File: src/rtl/ctrl_pkg.sv
// rtl/ctrl_pkg.sv - opcodes, state encoding and datapath select codes for control_multi
package ctrl_pkg;

    localparam logic [5:0] OP_R     = 6'd0;
    localparam logic [5:0] OP_J     = 6'd2;
    localparam logic [5:0] OP_BEQ   = 6'd4;
    localparam logic [5:0] OP_BNE   = 6'd5;
    localparam logic [5:0] OP_ADDIU = 6'd9;
    localparam logic [5:0] OP_LW    = 6'd35;
    localparam logic [5:0] OP_SW    = 6'd43;

    typedef enum logic [3:0] {
        S_FETCH    = 4'd0,
        S_DECODE   = 4'd1,
        S_MEM_ADDR = 4'd2,
        S_MEM_RD   = 4'd3,
        S_MEM_WB   = 4'd4,
        S_MEM_WR   = 4'd5,
        S_EXEC     = 4'd6,
        S_R_WB     = 4'd7,
        S_BRANCH   = 4'd8,
        S_JUMP     = 4'd9,
        S_ADDI_EX  = 4'd10,
        S_I_WB     = 4'd11,
        S_TRAP     = 4'd12
    } state_e;

    localparam logic [1:0] ALUOP_ADD   = 2'b00;
    localparam logic [1:0] ALUOP_SUB   = 2'b01;
    localparam logic [1:0] ALUOP_FUNCT = 2'b10;

    localparam logic [1:0] SRCB_B      = 2'b00;
    localparam logic [1:0] SRCB_FOUR   = 2'b01;
    localparam logic [1:0] SRCB_IMM    = 2'b10;
    localparam logic [1:0] SRCB_IMM_SH = 2'b11;

    localparam logic [1:0] PCSRC_ALU    = 2'b00;
    localparam logic [1:0] PCSRC_ALUOUT = 2'b01;
    localparam logic [1:0] PCSRC_JUMP   = 2'b10;

endpackage

File: src/rtl/mem_wait_counter.sv
// rtl/mem_wait_counter.sv - counts memory wait cycles; done when count reaches MEM_WAIT
module mem_wait_counter #(
    parameter int CNT_W    = 4,
    parameter int MEM_WAIT = 0
) (
    input  logic clk,
    input  logic clear,
    input  logic enable,
    output logic done
);

    localparam logic [CNT_W-1:0] WAIT_V = CNT_W'(MEM_WAIT);

    logic [CNT_W-1:0] cnt_q, cnt_d;

    assign done = (cnt_q == WAIT_V);

    always_comb begin
        cnt_d = cnt_q;
        if (clear) begin
            cnt_d = '0;
        end else if (enable && !done) begin
            cnt_d = cnt_q + 1'b1;
        end
    end

    always_ff @(posedge clk) begin
        cnt_q <= cnt_d;
    end

endmodule

File: src/rtl/control_multi.sv
// rtl/control_multi.sv - multi-cycle MIPS control FSM with memory wait states
// Build option: CTRL_MC_ILLEGAL_TRAP_EN makes unknown opcodes lock in TRAP until reset.
module control_multi
    import ctrl_pkg::*;
#(
    parameter int MEM_WAIT = 0,
    parameter int CNT_W    = 4
) (
    input  logic        clk,
    input  logic        rst,
    input  logic [31:0] instr,
    output logic        PCWrite,
    output logic        PCWriteCond,
    output logic        PCWriteCondNe,
    output logic        IorD,
    output logic        MemRead,
    output logic        MemWrite,
    output logic        IRWrite,
    output logic        MemtoReg,
    output logic        RegDst,
    output logic        RegWrite,
    output logic        ALUSrcA,
    output logic [1:0]  ALUSrcB,
    output logic [1:0]  ALUOp,
    output logic [1:0]  PCSource,
    output logic        retire,
    output logic        illegal,
    output logic [3:0]  state
);

    state_e     state_q, state_d;
    logic       bne_q, bne_d;
    logic       mem_state;
    logic       wait_done;
    logic [5:0] op;

    assign op        = instr[31:26];
    assign mem_state = (state_q == S_FETCH) || (state_q == S_MEM_RD) || (state_q == S_MEM_WR);
    assign state     = rst ? 4'd0 : state_q;

    mem_wait_counter #(
        .CNT_W    (CNT_W),
        .MEM_WAIT (MEM_WAIT)
    ) u_wait (
        .clk    (clk),
        .clear  (rst || !mem_state || wait_done),
        .enable (mem_state),
        .done   (wait_done)
    );

    always_comb begin
        state_d       = state_q;
        bne_d         = bne_q;
        PCWrite       = 1'b0;
        PCWriteCond   = 1'b0;
        PCWriteCondNe = 1'b0;
        IorD          = 1'b0;
        MemRead       = 1'b0;
        MemWrite      = 1'b0;
        IRWrite       = 1'b0;
        MemtoReg      = 1'b0;
        RegDst        = 1'b0;
        RegWrite      = 1'b0;
        ALUSrcA       = 1'b0;
        ALUSrcB       = SRCB_B;
        ALUOp         = ALUOP_ADD;
        PCSource      = PCSRC_ALU;
        retire        = 1'b0;
        illegal       = 1'b0;

        case (state_q)
            S_FETCH: begin
                MemRead = 1'b1;
                ALUSrcB = SRCB_FOUR;
                if (wait_done) begin
                    IRWrite = 1'b1;
                    PCWrite = 1'b1;
                    state_d = S_DECODE;
                end
            end
            S_DECODE: begin
                ALUSrcB = SRCB_IMM_SH;
                // branch flavour is latched so BRANCH outputs depend on state only
                bne_d   = (op == OP_BNE);
                if (instr == 32'd0) begin
                    retire  = 1'b1;
                    state_d = S_FETCH;
                end else begin
                    case (op)
                        OP_LW, OP_SW:   state_d = S_MEM_ADDR;
                        OP_R:           state_d = S_EXEC;
                        OP_BEQ, OP_BNE: state_d = S_BRANCH;
                        OP_J:           state_d = S_JUMP;
                        OP_ADDIU:       state_d = S_ADDI_EX;
                        default: begin
`ifdef CTRL_MC_ILLEGAL_TRAP_EN
                            state_d = S_TRAP;
`else
                            illegal = 1'b1;
                            retire  = 1'b1;
                            state_d = S_FETCH;
`endif
                        end
                    endcase
                end
            end
            S_MEM_ADDR: begin
                ALUSrcA = 1'b1;
                ALUSrcB = SRCB_IMM;
                state_d = (op == OP_SW) ? S_MEM_WR : S_MEM_RD;
            end
            S_MEM_RD: begin
                MemRead = 1'b1;
                IorD    = 1'b1;
                if (wait_done) state_d = S_MEM_WB;
            end
            S_MEM_WB: begin
                RegWrite = 1'b1;
                MemtoReg = 1'b1;
                retire   = 1'b1;
                state_d  = S_FETCH;
            end
            S_MEM_WR: begin
                MemWrite = 1'b1;
                IorD     = 1'b1;
                if (wait_done) begin
                    retire  = 1'b1;
                    state_d = S_FETCH;
                end
            end
            S_EXEC: begin
                ALUSrcA = 1'b1;
                ALUOp   = ALUOP_FUNCT;
                state_d = S_R_WB;
            end
            S_R_WB: begin
                RegWrite = 1'b1;
                RegDst   = 1'b1;
                retire   = 1'b1;
                state_d  = S_FETCH;
            end
            S_BRANCH: begin
                ALUSrcA       = 1'b1;
                ALUOp         = ALUOP_SUB;
                PCSource      = PCSRC_ALUOUT;
                PCWriteCond   = !bne_q;
                PCWriteCondNe = bne_q;
                retire        = 1'b1;
                state_d       = S_FETCH;
            end
            S_JUMP: begin
                PCWrite  = 1'b1;
                PCSource = PCSRC_JUMP;
                retire   = 1'b1;
                state_d  = S_FETCH;
            end
            S_ADDI_EX: begin
                ALUSrcA = 1'b1;
                ALUSrcB = SRCB_IMM;
                state_d = S_I_WB;
            end
            S_I_WB: begin
                RegWrite = 1'b1;
                retire   = 1'b1;
                state_d  = S_FETCH;
            end
            S_TRAP: begin
                illegal = 1'b1;
            end
            default: state_d = S_FETCH;
        endcase

        if (rst) begin
            state_d       = S_FETCH;
            bne_d         = 1'b0;
            PCWrite       = 1'b0;
            PCWriteCond   = 1'b0;
            PCWriteCondNe = 1'b0;
            IorD          = 1'b0;
            MemRead       = 1'b0;
            MemWrite      = 1'b0;
            IRWrite       = 1'b0;
            MemtoReg      = 1'b0;
            RegDst        = 1'b0;
            RegWrite      = 1'b0;
            ALUSrcA       = 1'b0;
            ALUSrcB       = SRCB_B;
            ALUOp         = ALUOP_ADD;
            PCSource      = PCSRC_ALU;
            retire        = 1'b0;
            illegal       = 1'b0;
        end
    end

    always_ff @(posedge clk) begin
        state_q <= state_d;
        bne_q   <= bne_d;
    end

endmodule
File: config.mk
export PLATFORM = sky130hd
export DESIGN_NAME = control_multi
export DESIGN_NICKNAME = d
export VERILOG_FILES = /design/src/rtl/ctrl_pkg.sv /design/src/rtl/mem_wait_counter.sv /design/src/rtl/control_multi.sv
export SDC_FILE = /design/constraint.sdc
export NUM_CORES = 1
export LEC_CHECK = 0
export ABC_CLOCK_PERIOD_IN_PS = 2200
export CAP_MARGIN = 40
export CORE_MARGIN = 2
export CORE_UTILIZATION = 38
export DETAILED_ROUTE_END_ITERATION = 8
export PLACE_DENSITY = 0.88
export REMOVE_ABC_BUFFERS = 1
export SLEW_MARGIN = 20
export SYNTH_ARGS = -nofsm -noshare
export SYNTH_HDL_FRONTEND = slang
export SYNTH_SLANG_ARGS = --single-unit
File: constraint.sdc
create_clock -name clk -period 2.2 [get_ports clk]
set_input_delay 0.44 -clock clk [delete_from_list [all_inputs] [get_ports clk]]
set_output_delay 0.44 -clock clk [all_outputs]
set_load 0.01 [all_outputs]
### Word level (Yosys, flattened, before mapping)

Index checks and enable logic that the tools add are counted.

* flip-flop bits (word level): 9
* output and inout port bits: 23
* word-level logic and storage cells: 92

* add/sub/neg operators: 1
* eq/ne operators: 21
* multiplexer cells: 44
* bitwise gates (word level): 1
* reduce and logical (&&, ||, !) cells: 22

Operator list (count)
* 32-bit zero test: 1
* 4-bit one-hot mux with 8 select lines: 1
* 1-bit 2-to-1 mux: 27
* 4-bit == test, second input constant: 5
* 4-bit 2-to-1 mux: 5
* 4-bit one-hot mux with 5 select lines: 1
* 4-bit by 3-bit == test with 1-bit output, second input constant: 4
* 6-bit by 3-bit == test with 1-bit output, second input constant: 2
* 6-bit == test, second input constant: 2
* 2-bit OR reduction: 5
* 4-bit by 2-bit == test with 1-bit output, second input constant: 2
* 4-bit zero test: 2
* 2-bit one-hot mux with 2 select lines: 2
* 7-bit OR reduction: 1
* 6-bit by 2-bit == test with 1-bit output, second input constant: 1
* 6-bit by 4-bit == test with 1-bit output, second input constant: 1
* 6-bit zero test: 1
* 2-bit 2-to-1 mux: 3
* 2-bit by 1-bit inequality test with 1-bit output, second input constant: 3
* 2-bit one-hot mux with 3 select lines: 1
* 5-bit OR reduction: 1
* 4-bit by 1-bit adder with 4-bit output, second input constant: 1
* 4-bit by 1-bit == test with 1-bit output, second input constant: 1
* 1-bit logical OR: 4
* 9 further kinds: 12

### Longest topological paths before layout

* word-level depth: 6
* mapped depth: 6
* mapped depth without buffers: 6

### Cells and area by module

Synthesis repeated with hierarchy kept, for this count alone.

* cell total of the unflattened synthesis: 150
* area, all modules: 1067.3 um2

By module, submodules not included
* control_multi: instances 1, cells each 127, area each 850.8 um2, sequential area each 100.1 um2
* mem_wait_counter: instances 1, cells each 23, area each 216.5 um2, sequential area each 80.1 um2

### Worst setup path before layout

Ideal clock, no wire load.

* path kind: input to output
* start point: in rst
* end point: out PCWriteCond
* arrival: 1578 ps
* path slack: 182 ps
* cell stages on the path: 5
* path through: clkbuf_1 -> or3_1 -> clkbuf_1 -> nor2b_1 -> nor2b_1

* longest elaborated chain between the ends: 1

Ends and longest elaborated chain
* start: declaration: line control_multi.sv:10 `input logic rst,`
* 1-bit 2-to-1 mux: line control_multi.sv:173 `if (rst) begin`
* end: declaration: line control_multi.sv:13 `output logic PCWriteCond,`

Every way passes these cells.

### Worst setup path in the final report

* start point: in instr[5]
* end point: out retire

* longest elaborated chain between the ends: 4

Ends and longest elaborated chain
* start: declaration: line control_multi.sv:11 `input logic [31:0] instr,`
* 32-bit zero test: line control_multi.sv:85 `if (instr == 32'd0) begin`
* 1-bit 2-to-1 mux: line control_multi.sv:85
* 1-bit one-hot mux with 3 select lines: line control_multi.sv:71 `case (state_q)`
* 1-bit 2-to-1 mux: line control_multi.sv:173
* end: declaration: line control_multi.sv:26 `output logic retire,`

Every way passes these cells.

==> metrics <==
DP HPWL around 2900 microns; Post-route DRC 0; core area around 0.0025 sq mm; final hold viol count 0; CTS tree done; Yosys top cell area share 18.05%; placer congestion estimate 0.8908; CTS max path bufs 2; largest area contributor in the netlist dfxtp_1; first-pass iteration count of the detailed router 4; FF+latch count, synth 9; Post-Syn Area per Cell 6.934 sq um; # port buffers 56; CP max FO 2; Pleak just over 0.0009 uW; final worst path period share 98.27%; Routed Antenna Nets 0; DR vias between 1000 and 1500; Slew Viols, Final 0; Worst-Margin Slew roughly 0.46 ns; top cells by count, synth 22 x nor2_1, 10 x nor3_1, 9 x dfxtp_1; critical path required time between 1.5 and 2 ns; clk_lat worst skew between 0.2 and 0.3 ns; Reg clk slew, reported paths around 0.06 ns; die area around 0.0031 sq mm; initial core utilization between 40% and 50%; most area-consuming cells after synthesis dfxtp_1 18%, nor2_1 8.3%, nor3_1 5.0%, nor4_1 5.0%, nand2b_1 3.8%; status finished, final reports clean; Slew HR around 69%; fin crit period roughly 2.2 ns; Crit Path Category input port to output pin; fin nets roughly 270; Pwr Density ~260 mW/mm^2; Std-Cell Rows 18; initial antenna violation count 0; htree depth 1; number of max-cap violations 0; Hold Crit Class flip-flop to flip-flop; Critical Path Sink Type output pin; fill count around 170; drt initial violations 37; Yosys cell types 53; TritonCTS Buffers 3; VDD IR-drop max 0.2992 mV; Final setup viols 0; register area share after synthesis 18.05%; total global routing track utilization 23.41%; top_reg_cell synth dfxtp_1; number of synthesized flops with an enable pin 0; Post-Syn Instances 144; synth warn 0; vias per cell ~5.6; top-count cell post-synth nor2_1; Clock Root Buffer clkbuf_4; Setup WS post-layout about 0.038 ns; vias in the first global route between 1000 and 1500; fraction of layout cells with a size suffix above 1 30.26%; total gr overflow 0; synthesized area roughly 1000 sq um; Place WS -0.7613 ns; fmax 462.6 MHz; Worst Skew roughly 0.0097 ns; crit path DAT around 1.7 ns; crit path launch type input port; largest net degree at the start of global routing 17; Boundary Pins 57; post-layout util 78.23%; # clock sinks 9; Area growth syn-to-layout 94.11%; Routed WL around 3800 microns; Die W approximately 55 microns; first-pass GRT wire length between 5000 and 6000 microns; die outline height around 55 microns; WL/cell roughly 15 microns; Inserted Diodes 0; FFs w/ async S/R, synth 0%
## per-layer routing
| metal | global-route usage (%) | wire length, microns | vias up |
|---|---|---|---|
| met1 | 26.26 | 1444 | 655 |
| met5 | 0 | 0 | - |
| li1 | - | - | 695 |
| met2 | 43.03 | 2049 | 81 |
| met4 | 8.711 | 99 | 0 |
| met3 | 4.684 | 236 | 11 |
## metrics by stage
stage               instances  hold slack, ns  total power [uW]  instance area (sq um)    TNS, ns
global placement          250          0.4763             361.7                   1780     -6.280
global route              258          0.5131             535.3                   1938   -0.06350
CTS                       254          0.5069             503.4                   1853  -0.003701
detailed placement        250          0.4966             369.5                   1780     -6.638
floorplan                 133          0.4297             232.2                  949.7          0
finish                    258          0.4918             507.4                   1938          0
## cell families (layout without fill, tap and decap cells)
logic type | Yosys count | count (layout) | synth area share (%)
DFF | 9 | 9 | 18.04
xor gates and xnor gates | 5 | 5 | 4.387
and+or+nand+nor | 84 | 84 | 48.00
buffers and inverters | 17 | 101 | 7.143
adders and majority gates | 2 | 2 | 2.506
AOI/OAI and AO/OA | 27 | 27 | 19.93
## path summary, 6_finish.rpt
kind | from | end | slack (ns) | depth (start not counted)
worst min register to register | bne_q$_SDFFE_PP0P_ | bne_q$_SDFFE_PP0P_ | 0.49 | 2
worst max-delay path | instr[5] | retire | 0.04 | 6
worst max register to register | u_wait.cnt_q[0]$_SDFFE_PP0P_ | state_q[2]$_SDFFE_PP0P_ | 0.34 | 7
worst min-delay path | bne_q$_SDFFE_PP0P_ | bne_q$_SDFFE_PP0P_ | 0.49 | 2
## cells in the final DEF (no fill, tap or decap), types with 4 or more instances in the layout
cell and n:
a21oi_1 4, nor2_1 20, nor4_2 4, clkdlybuf4s50_1 29, nand2_1 8, buf_6 5
nand2b_1 6, dfxtp_1 7, buf_4 30, clkbuf_4 4, nor3_1 8, nor2b_1 4
dlygate4sd2_1 12, dlymetal6s2s_1 6, inv_1 6
## what timing repair did
item                                    CTS  global route
cloned                                    0             0
hold endpoints to repair                  0             0
buffers inserted                          0             4
pin swaps                                 2             7
endpoints found under the setup margin   21             9
hold buffers                              0             0
gates resized for setup                  54            23
## power breakdown
part	internal [uW]	switching [uW]
Sequential	165	4.30
Clock	69.8	58.0
Combinational	119	91.3
Total	354	154
## worst max-delay path: stages
cell	delay, ns
clkdlybuf4s50_1	0.40
nor4_1	0.28
and4_2	0.29
nand4_1	0.09
nand3_1	0.09
buf_2	0.13
## sequential cells by signal, summed over array words and instances (netlist names)
signal	count
u_wait.cnt_q	4
state_q	4
bne_q	1
## final cells by class
cell class                      count  area [sq um]  share of cell area (%)
Timing Repair Buffer               91         820.8                   42.35
Inverter                            6         22.52                   1.162
Clock buffer                        4         26.28                   1.356
Multi-Input combinational cell    118         845.8                   43.64
Sequential cell                     9         185.2                   9.555
Tap cell                           30         37.54                   1.937
No activity file was read; power rests on OpenSTA's default activity.
==> variant 1, RTL diff (config.mk and constraints unchanged) <==
Build with the macro `CTRL_MC_ILLEGAL_TRAP_EN` defined.
--- a/src/rtl/control_multi.sv
+++ b/src/rtl/control_multi.sv
@@ -2,2 +2,4 @@
 // Build option: CTRL_MC_ILLEGAL_TRAP_EN makes unknown opcodes lock in TRAP until reset.
+`define CTRL_MC_ILLEGAL_TRAP_EN
+
 module control_multi
Formal check against the unedited RTL: not equivalent (Yosys sat finds a counterexample within 4 cycles, from zero or initial values and one cycle with rst high).
==> variant 1 against the unedited design <==
Non-clock buffer count decreased by 4; power increased by 38%; design area decreased by 5.2%; clock skew increased by 4.2 ps; area after synthesis decreased by 7.4%; critical path depth decreased by 1; worst setup slack got worse by 170 ps; register-to-register slack improved by 60 ps; sequential cell count unchanged; via count decreased by 1.9%; routed wire length decreased by 2.5%; the run now ends with negative setup slack left.
==> variant 1: results (changes against the unedited design) <==
run_status: "finished with violations"
failed_checks: "negative setup slack"
dp_hpwl_microns: 2750  # -5.3%
first_global_vias: 1362  # +0.89%
net-switching-power_mw: 0.265  # +73%
power_in_sequential_cells_mw: 0.176  # +4%
antenna_cells_inserted: 0  # unchanged
reg2reg_to: "state_q[0]$_SDFFE_PP0P_"
cts-root-buf: "clkbuf_4"
timing.critical_path.max_delay_family: "simple AND/OR/NAND/NOR gates"
seqPwrFrac_pct: 25.1  # -8.3 points
timing.rr.start: "u_wait.cnt_q[1]$_SDFFE_PP0P_"
sequential_to_total_area_share_from_yosys_stat_pct: 19.5  # +1.4 points
yosys.cell_types.count: 42  # -21%
finalSetupViolations: 1  # +1
r2r_slack_ps: 400  # +60 ps
cpPeakStageDelay_ps: 500  # +100 ps
final.setup.worst_slack_ps: -129  # -167 ps
grt_max_degree: 21  # +4
worstMarginPinSlew_ps: 342  # -115 ps
placement.setup.worst_slack_ps: -730  # +31.8 ps
number_of_antenna_violations_at_the_first_check_in_global_routing: 0  # unchanged
hold_path_startpoint: "u_wait.cnt_q[0]$_SDFFE_PP0P_"
cell_leakage_power_nw: 1.00  # +11%
synthArstFlopShare_pct: 0  # unchanged
drive_gt1_share_pct: 28.7  # -1.6 points
drt-vias-per-instance: 5.80  # +3.8%
yosys-top-cells-count: "15 x nor2_1, 11 x nor3_1, 11 x nor4_1, 9 x dfxtp_1"
path_max_fanout: 2  # unchanged
grt_first_pass_wirelength_microns: 5600  # -5.3%
dr.first_iter.drc_count: 56  # +51%
number_of_fill_cells: 152  # -9.5%
finalSetupTns_ps: -129  # -129 ps
hold-path-endpoint: "u_wait.cnt_q[0]$_SDFFE_PP0P_"
grt_usage_pct: 26.8  # +3.4 points
critical_path.slowest_cell: "or4_4"
ys.flop_type: "dfxtp_1"
clk-insertion-delay-late_ps: 290  # +30 ps
drt-total-wl_microns: 3730  # -2.5%
clkPwrFrac_pct: 20.5  # -4.7 points
synth_area_leaders: "dfxtp_1 19%, nor4_1 7.4%, nor2_1 6.1%"
ys_warn_count: 0  # unchanged
max-clock-path-buffers: 2  # unchanged
finish.net_count: 253  # -4.5%
timing.reg2reg.worst_path_depth: 7  # unchanged
worst_hold_slack_ps: 524  # +32.6 ps
vdd_drop_max_uv: 273  # -8.7%
place_congestion: 0.939  # +5.4%
clock_skew_ps: 13.9  # +4.24 ps
==> variant 1: metrics by stage <==
stage	area, sq um	std cells
global placement	1670	236
floorplan	872	125
detailed placement	1670	236
global route	1840	244
CTS	1730	244
finish	1840	244
==> variant 1: timing repair <==
item / CTS / global route
endpoints found under the setup margin: 22 / 8
cloned: 0 / 0
gates resized for setup: 46 / 33
setup buffers: 4 / 0
pin swaps: 6 / 11
==> variant 1: cells by family (layout without fill, tap and decap cells) <==
| logic type | Yosys count | count (layout) | synth area share, % |
|---|---|---|---|
| flops | 9 | 9 | 19.5 |
| fa+ha+maj | 2 | 2 | 2.71 |
| xor+xnor | 4 | 4 | 3.79 |
| compound gates | 26 | 26 | 19.5 |
| simple gates | 76 | 76 | 45.6 |
| buf+inv | 18 | 99 | 8.93 |
==> variant 1: layer usage <==
metal  up-vias  track usage [%]  wire length (microns)
met3        18             3.39                    287
met4         0             17.1                    162
met1       655             28.0                   1350
met2        89             49.4                   1930
met5         -                0                      0
li1        653                -                      -
==> variant 1: cell type report <==
type	instances	share of cell area (%)
repair buffers	87	43.5
multi-input cells	108	41.7
flip-flops and latches	9	9.88
well taps	28	1.91
inverters	8	1.63
clock buffers	4	1.43
==> variant 1: how the worst max path moves through the flow <==
| stage | startpoint | endpoint | slack (ps) |
|---|---|---|---|
| global route | instr[23] | retire | -160 |
| CTS | instr[7] | retire | -220 |
| detailed placement | instr[2] | retire | -730 |
| floorplan | state_q[0]$_SDFFE_PP0P_ | retire | -30 |
| global placement | instr[10] | retire | -670 |
| finish | state_q[1]$_SDFFE_PP0P_ | retire | -130 |
==> variant 1: worst min-delay path: cells and delay by family (launching register included) <==
family	cells	cell delay, ps
buffers and inverters	1	120
flip-flops	1	330
AND/OR/NAND/NOR	1	40
==> variant 2, RTL diff (same settings) <==
Without the edit above. Register the input `instr` before use, without a reset. The logic sees it one clock later.
--- a/src/rtl/control_multi.sv
+++ b/src/rtl/control_multi.sv
@@ -30,2 +30,8 @@
 
+    logic [31:0] instr_q;
+
+    always_ff @(posedge clk) begin
+        instr_q <= instr;
+    end
+
     state_e     state_q, state_d;
@@ -36,3 +42,3 @@
 
-    assign op        = instr[31:26];
+    assign op        = instr_q[31:26];
     assign mem_state = (state_q == S_FETCH) || (state_q == S_MEM_RD) || (state_q == S_MEM_WR);
@@ -84,3 +90,3 @@
                 bne_d   = (op == OP_BNE);
-                if (instr == 32'd0) begin
+                if (instr_q == 32'd0) begin
                     retire  = 1'b1;
Behaviour: not the same (a bounded check fails within 4 cycles, from zero or initial values and one cycle with rst high).
==> variant 2 against the unedited design <==
Area after synthesis rose by 56%; routed wire length fell by 1.1%; power grew to 3.1 times the old value; sequential cell count rose by 32; count of clock-buffer cells in the layout is 1 higher; worst setup slack worse by 170 ps; maximum frequency fell by 7.4%; design area rose by 30%; the flow now finishes with violations (negative setup slack).
==> variant 2: results (changes against the unedited design) <==
drt-vias-per-instance: 5.09  # -8.9%
yosys-top-cells-count: "41 x dfxtp_1, 20 x nor2_1, 12 x nand2_1, 11 x nor4_1"
finalSetupTns_ps: -134  # -134 ps
clock_cell_area_share_pct: 4.58  # +3.2 points
wl_per_cell_microns: 12.3  # -17%
net-switching-power_mw: 0.352  # +130%
dr.first_iter.drc_count: 137  # +270%
dp_hpwl_microns: 2940  # +1.1%
final.setup.worst_slack_ps: -134  # -172 ps
setup.worst_path.start: "instr_q[29]$_DFF_P_"
drt-total-wl_microns: 3790  # -1.1%
grt_max_degree: 17  # unchanged
cts-root-buf: "clkbuf_8"
power_in_sequential_cells_mw: 0.790  # +360%
drive_gt1_share_pct: 24.0  # -6.2 points
critical_path.slowest_cell: "or4_4"
clkPwrFrac_pct: 38.0  # +13 points
first_global_vias: 1519  # +13%
ys_warn_count: 0  # unchanged
row_count: 23  # +5
failed_checks: "negative setup slack"
placedInstanceArea_sq_um: 2380  # +34%
post_cts_resize_count: 39  # -28%
sequential_to_total_area_share_from_yosys_stat_pct: 52.7  # +35 points
cpPeakStageDelay_ps: 430  # +30 ps
finalSetupViolations: 1  # +1
area_fraction_in_compound_gates_after_synthesis_pct: 11.3  # -8.7 points
placement.setup.worst_slack_ps: -416  # +346 ps
synth_area_leaders: "dfxtp_1 53%, nor2_1 4.8%, nor4_1 4.4%"
synth_adder_area_share_pct: 1.61  # -0.90 points
syn-instance-count: 170  # +18%
synth_seq_cells: 41  # +32
clk-insertion-delay-late_ps: 290  # +30 ps
worst_setup_hold_path_clk_slew_ps: 80  # +20 ps
nonClockBufferCount: 88  # -3.3%
seqPwrFrac_pct: 49.8  # +16 points
place_congestion: 0.940  # +5.5%
layout_overhead_on_the_synthesized_area_pct: 61.3
nonClockInverterCount: 5  # -1
vdd_drop_max_uv: 487  # +63%
finish.net_count: 293  # +11%
buffer_share_of_cell_area_pct: 30.8  # -12 points
yosys.area_share.xor_xnor_pct: 1.13  # -3.3 points
post-place-cells: 300  # +20%
grt_first_pass_wirelength_microns: 6240  # +5.7%
clock_tree.htree_level_count: 2  # +1
yosys.cell_types.count: 44  # -17%
regArea_sq_um: 825  # +350%
final.clkbuf_count: 5  # +1
multiInputGateArea_sq_um: 717  # -15%
run_status: "finished with violations"
grt_usage_pct: 18.1  # -5.3 points
timing.max_slew.rel_slack_pct: 79.6  # +11 points
timing.critical_path.arrival_ps: 1890  # +170 ps
post_synth_mux_area_share_pct: 0.643  # +0.64 points
## variant 2: changes by cell type after synthesis, sizes merged, moves of 3 or more
cell,delta
dfxtp,+32
a21oi,+5
nand2,+4
nor4,+3
## variant 2: path summary, 6_finish.rpt
| path | depth (start not counted) | end | slack (ps) |
|---|---|---|---|
| setup / recovery | 6 | retire | -130 |
| hold / removal | 2 | bne_q$_SDFFE_PP0P_ | 520 |
| setup reg to reg | 6 | state_q[0]$_SDFFE_PP0P_ | 510 |
| hold reg to reg | 2 | bne_q$_SDFFE_PP0P_ | 520 |
## variant 2: worst reg2reg max path: stages, from the launching register on
cell and delay [ps]:
dfxtp_1 330, inv_1 50, ha_1 190, nor3b_2 170, buf_4 140, or4_1 580, o2bb2ai_1 160
## variant 2: metal layers
layer	GRT usage, %	wire length (microns)	vias up
met3	4.44	267	5
li1	-	-	773
met1	19.2	1520	723
met5	0	0	-
met4	8.75	56	0
met2	33.0	1940	67
